File: config.mk
export PLATFORM = sky130hd
export DESIGN_NAME = fallthrough_pkt_fifo
export DESIGN_NICKNAME = d
export VERILOG_FILES = /design/src/rtl/fallthrough_pkt_fifo.sv
export SDC_FILE = /design/constraint.sdc
export NUM_CORES = 1
export LEC_CHECK = 0
export BUFFER_PORTS_ARGS = -buffer_cell sky130_fd_sc_hd__buf_2
export CAP_MARGIN = 30
export CELL_PAD_IN_SITES_DETAIL_PLACEMENT = 1
export CELL_PAD_IN_SITES_GLOBAL_PLACEMENT = 1
export CORE_ASPECT_RATIO = 1.2
export CORE_MARGIN = 2
export CORE_UTILIZATION = 35
export CTS_BUF_LIST = sky130_fd_sc_hd__clkbuf_8
export CTS_CLUSTER_SIZE = 24
export DETAILED_ROUTE_END_ITERATION = 16
export GPL_TIMING_DRIVEN = 0
export PLACE_DENSITY = 0.65
export SKIP_LAST_GASP = 1
export SLEW_MARGIN = 25
export SYNTH_ARGS = -nofsm -noshare
export SYNTH_HDL_FRONTEND = slang
export SYNTH_SLANG_ARGS = --single-unit
File: constraint.sdc
create_clock -name clk -period 11.8 [get_ports clk]
set_clock_uncertainty 0.2 [all_clocks]
set_input_delay 2.95 -clock clk [delete_from_list [all_inputs] [get_ports clk]]
set_output_delay 2.95 -clock clk [all_outputs]
set_load 0.005 [all_outputs]
File: src/rtl/fallthrough_pkt_fifo.sv
// fallthrough_pkt_fifo: first-word-fall-through FIFO with occupancy and complete-packet (EOP) counts.
// Define FALLTHROUGH_PKT_FIFO_ERR_CHK_EN to add sticky overflow/underflow flags.
module fallthrough_pkt_fifo #(
    parameter int WIDTH               = 72,
    parameter int MAX_DEPTH_BITS      = 3,
    parameter int NEARLY_FULL_THRESH  = 2**MAX_DEPTH_BITS - 1,
    parameter int NEARLY_EMPTY_THRESH = 1
) (
    input  logic                      clk,
    input  logic                      reset,
    input  logic [WIDTH-1:0]          din,
    input  logic                      din_eop,
    input  logic                      wr_en,
    input  logic                      rd_en,
    output logic [WIDTH-1:0]          dout,
    output logic                      dout_eop,
    output logic                      full,
    output logic                      nearly_full,
    output logic                      empty,
    output logic                      nearly_empty,
    output logic [MAX_DEPTH_BITS:0]   data_count,
    output logic [MAX_DEPTH_BITS:0]   pkt_count,
    output logic                      pkt_avail
`ifdef FALLTHROUGH_PKT_FIFO_ERR_CHK_EN
    ,
    output logic                      overflow,
    output logic                      underflow
`endif
);

    localparam int DEPTH = 2**MAX_DEPTH_BITS;
    localparam int CW    = MAX_DEPTH_BITS + 1;
    localparam logic [CW-1:0] ZERO_C    = {CW{1'b0}};
    localparam logic [CW-1:0] FULL_C    = CW'(DEPTH);
    localparam logic [CW-1:0] NF_THR_C  = CW'(NEARLY_FULL_THRESH);
    localparam logic [CW-1:0] NE_THR_C  = CW'(NEARLY_EMPTY_THRESH);

    logic [WIDTH:0]              mem_q [DEPTH];
    logic [MAX_DEPTH_BITS-1:0]   wr_ptr_q, wr_ptr_d;
    logic [MAX_DEPTH_BITS-1:0]   rd_ptr_q, rd_ptr_d;
    logic [CW-1:0]               data_count_q, data_count_d;
    logic [CW-1:0]               pkt_count_q, pkt_count_d;
    logic                        wr_acc_s, rd_acc_s;
    logic                        pkt_inc_s, pkt_dec_s;

    // Head entry and status flags decode only registered state, so no input reaches an output.
    assign {dout_eop, dout} = mem_q[rd_ptr_q];
    assign empty        = (data_count_q == ZERO_C);
    assign full         = (data_count_q == FULL_C);
    assign nearly_full  = (data_count_q >= NF_THR_C);
    assign nearly_empty = (data_count_q <= NE_THR_C);
    assign data_count   = data_count_q;
    assign pkt_count    = pkt_count_q;
    assign pkt_avail    = (pkt_count_q != ZERO_C);

    // Acceptance and next-state for pointers and counters.
    always_comb begin
        wr_acc_s     = wr_en & (~full | rd_en);
        rd_acc_s     = rd_en & ~empty;
        pkt_inc_s    = wr_acc_s & din_eop;
        pkt_dec_s    = rd_acc_s & dout_eop;
        wr_ptr_d     = wr_ptr_q;
        rd_ptr_d     = rd_ptr_q;
        data_count_d = data_count_q;
        pkt_count_d  = pkt_count_q;

        if (wr_acc_s) begin
            wr_ptr_d = wr_ptr_q + 1'b1;
        end else begin
            wr_ptr_d = wr_ptr_q;
        end

        if (rd_acc_s) begin
            rd_ptr_d = rd_ptr_q + 1'b1;
        end else begin
            rd_ptr_d = rd_ptr_q;
        end

        case ({wr_acc_s, rd_acc_s})
            2'b10:   data_count_d = data_count_q + 1'b1;
            2'b01:   data_count_d = data_count_q - 1'b1;
            default: data_count_d = data_count_q;
        endcase

        case ({pkt_inc_s, pkt_dec_s})
            2'b10:   pkt_count_d = pkt_count_q + 1'b1;
            2'b01:   pkt_count_d = pkt_count_q - 1'b1;
            default: pkt_count_d = pkt_count_q;
        endcase
    end

    // Pointer and counter registers.
    always_ff @(posedge clk or posedge reset) begin
        if (reset) begin
            wr_ptr_q     <= {MAX_DEPTH_BITS{1'b0}};
            rd_ptr_q     <= {MAX_DEPTH_BITS{1'b0}};
            data_count_q <= ZERO_C;
            pkt_count_q  <= ZERO_C;
        end else begin
            wr_ptr_q     <= wr_ptr_d;
            rd_ptr_q     <= rd_ptr_d;
            data_count_q <= data_count_d;
            pkt_count_q  <= pkt_count_d;
        end
    end

    // Storage array; contents deliberately survive reset.
    always_ff @(posedge clk) begin
        if (wr_acc_s) begin
            mem_q[wr_ptr_q] <= {din_eop, din};
        end
    end

`ifdef FALLTHROUGH_PKT_FIFO_ERR_CHK_EN
    logic overflow_q, overflow_d;
    logic underflow_q, underflow_d;

    // Sticky error detection.
    always_comb begin
        overflow_d  = overflow_q | (wr_en & full & ~rd_en);
        underflow_d = underflow_q | (rd_en & empty);
    end

    // Sticky error registers, cleared only by reset.
    always_ff @(posedge clk or posedge reset) begin
        if (reset) begin
            overflow_q  <= 1'b0;
            underflow_q <= 1'b0;
        end else begin
            overflow_q  <= overflow_d;
            underflow_q <= underflow_d;
        end
    end

    assign overflow  = overflow_q;
    assign underflow = underflow_q;

`ifndef SYNTHESIS
    // Report each illegal request as it happens.
    always @(posedge clk) begin
        if (!reset && wr_en && full && !rd_en) begin
            $display("%0t: fallthrough_pkt_fifo overflow request", $time);
        end
        if (!reset && rd_en && empty) begin
            $display("%0t: fallthrough_pkt_fifo underflow request", $time);
        end
    end
`endif
`endif

endmodule

==> results_dict.tcl <==
set metrics [dict create \
    htree_levels 3 \
    power.switching_mw 2.03 \
    yosys_warnings 0 \
    nNetsFinal 1371 \
    postSynthCellCount 938 \
    groute.usage.overall 0.163 \
    place_ws_ns 6.17 \
    num_rows 103 \
    grt.met1_usage 0.211 \
    drc 0 \
    synth.distinct_cells 35 \
    finalPower_mw 6.68 \
    p_seq_frac 0.413 \
    setup_viol 0 \
    drv_slew 0 \
    pwr-share-comb 0.325 \
    fill_cells 6191 \
    synth-seq-cells 598 \
    worst_pin_slew_ns 0.920 \
    die_h_um 286 \
    grt_pass1_vias 12100 \
    path_class "flop to output pin" \
    ios 163 \
    multi_input_area_mm2 0.00508 \
    synth_edf_count 584 \
    slew_headroom 0.387 \
    cts_tree "done" \
    grt_pass1_wl_um 80900 \
    cts_num_sinks 598 \
    critPathMaxStageDelay_ns 0.44 \
    hold_violations 0 \
    critPathArrivalTime_ns 3.08 \
    grt_use_met2 0.273 \
    start_util 0.354 \
    ys_seq_area_frac 0.769 \
    via_per_inst 5.02 \
    die_x_um 239 \
    cts_buffer_depth 3 \
    grt_max_degree 18 \
    fmax_ghz 0.161 \
    endpoint_kind "output pin" \
    rsz0062_at_grt "false" \
    fin_crit_ns 6.23 \
    cp_data_required_time_ns 8.65 \
    drive_above_1_share 0.401 \
    mostFrequentLayoutCell "edfxtp_1" \
    finalWirelength_um 54800 \
    port-buffer-count 162 \
    min_path_type "flop to flop" \
    status "finished, final reports clean" \
    post_cts_buffers 0 \
    utilization 0.426 \
    hold_buffers 0 \
    area_growth_pct 20.3 \
    num_vias 11100 \
    cts_resized 0 \
    netlist_area_mm2 0.0233 \
    crit_family "buffers and inverters" \
    overflow 0 \
    clk_pin_slew_worst_paths_ns 0.06 \
    syn_area_per_cell_um2 24.8 \
    cpMostUsedCell "buf_2" \
    ys.flop_type "edfxtp_1" \
    setup_ws_ns 5.57 \
    p_leak_nw 9.73 \
    worst-path-buf-inv 4 \
    design.core.area_mm2 0.0657 \
    intPower_mw 4.65 \
    crit_chain "buf_2 > buf_4 > buf_2 > mux4_1 > mux2_2 > buf_2" \
    crit_fanout 10 \
    most-common-layout-cells "edfxtp_1 (584), buf_2 (188), mux4_1 (99), clkbuf_8 (94), mux2_2 (76)" \
    use_met3 0.0354 \
    fin_cells 2206 \
    clk_latency_ns 0.67 \
    first_pass_iters 4 \
    post-dp-hpwl_um 36400 \
    finalSetupTns_ns 0 \
    place_inst 2028 \
    slowest_stage "dfrtp_1" \
    detail-route-antenna-nets 0 \
    clock-root-buffer "clkbuf_8" \
    crit_path_start_kind "flop" \
    globalplace.congestion 0.701 \
    dieArea_mm2 0.0685 \
    max-vdd-ir-drop_mv 0.0885 \
    wire_per_inst_um 24.9 \
    async_flop_share 0.0234 \
    drt_iter0_markers 594 \
    syn_nets 1025 \
    swShare 0.304 \
    regArea_mm2 0.0179 \
    min_period_over_period 0.528 \
    cap_violations 0 \
    p_clk_frac 0.262 \
    grt-busiest-layer "met2" \
    antenna_found_initial 8 \
    p_per_area_mw_per_mm2 239 \
    numCtsBuffers 94 \
]
-- cell usage after synthesis, types with 2 or more instances --
| cell | count | area (µm²) |
|---|---|---|
| or4b_2 | 2 | 20.0 |
| buf_6 | 17 | 191 |
| nand3_1 | 3 | 15.0 |
| xor2_1 | 3 | 26.3 |
| a21oi_1 | 3 | 15.0 |
| mux4_2 | 47 | 1060 |
| o21ai_0 | 3 | 15.0 |
| buf_1 | 5 | 18.8 |
| buf_2 | 12 | 60.1 |
| o311ai_0 | 4 | 35.0 |
| nor3_1 | 5 | 25.0 |
| ha_1 | 9 | 113 |
| xnor2_1 | 7 | 61.3 |
| inv_1 | 9 | 33.8 |
| mux4_1 | 99 | 2600 |
| nand2b_1 | 2 | 12.5 |
| nor3b_1 | 3 | 22.5 |
| edfxtp_1 | 584 | 17500 |
| nor2_1 | 6 | 22.5 |
| mux2_2 | 76 | 856 |
| clkbuf_1 | 7 | 26.3 |
| dfrtp_1 | 14 | 350 |
| nand2_1 | 6 | 22.5 |
-- power groups by stage --
stage               Sequential [mW]  Combinational (mW)  Clock (mW)
detailed placement             2.81                2.24           0
global placement               2.90                2.06           0
finish                         2.76                2.17        1.75
global route                   2.79                2.35        1.90
floorplan                      2.82                1.27           0
CTS                            2.76                2.25        1.81
-- layer usage --
layer / wire length [µm] / vias to the layer above
met5: 66 / -
met4: 1110 / 10
met3: 2470 / 97
met2: 27700 / 237
met1: 23400 / 5896
li1: - / 4830
-- path summary, 6_finish.rpt --
path | cells after the start | end | startpoint | slack (ns)
hold reg to reg | 2 | pkt_count[2] | pkt_count[2] | 0.36
setup reg to reg | 10 | pkt_count[3] | data_count[0] | 8.31
hold / removal | 2 | pkt_count[2] | pkt_count[2] | 0.36
setup / recovery | 6 | dout[63] | rd_ptr_q[1] | 5.57
min in group asynchronous | 2 | pkt_count[3] | reset | 2.15
max in group asynchronous | 2 | rd_ptr_q[0] | reset | 8.83
-- registers in the layout, summed over array words and instances, names as in the netlist --
signal / flops
mem_q: 584
pkt_count: 4
data_count: 4
rd_ptr_q: 3
wr_ptr_q: 3
-- kinds of logic after synthesis --
family	share of synthesized area
and+or+nand+nor	0.00764
muxes	0.195
xor gates and xnor gates	0.00377
AOI/OAI and AO/OA	0.00447
buffers and inverters	0.0145
DFF	0.769
adders and majority gates	0.00570
-- cell type report --
type	instances	area share
diodes	3	0.000268
plain buffers	42	0.0109
clock buffers	94	0.0462
clock inverters	81	0.0209
inverters	9	0.00121
multi-input cells	289	0.182
flip-flops and latches	598	0.639
well taps	840	0.0376
repair buffers	250	0.0619
-- worst reg2reg max path, delay by kind of cell (launching register included) --
kind	cells	cell delay (ns)
flip-flops	1	0.46
AO/OA/AOI/OAI	2	0.25
AND/OR/NAND/NOR	4	1.50
buffers and inverters	1	0.09
adder cells (fa/ha/maj)	3	0.88
-- stage by stage --
| step | hold slack [ns] | area (µm²) |
|---|---|---|
| after floorplan | 0.313 | 23300 |
| after global placement | 0.341 | 25100 |
| after detailed placement | 0.368 | 26100 |
| after CTS | 0.380 | 28000 |
| after global routing | 0.410 | 28000 |
| final | 0.364 | 28000 |
No activity file was read; power rests on OpenSTA's default activity.
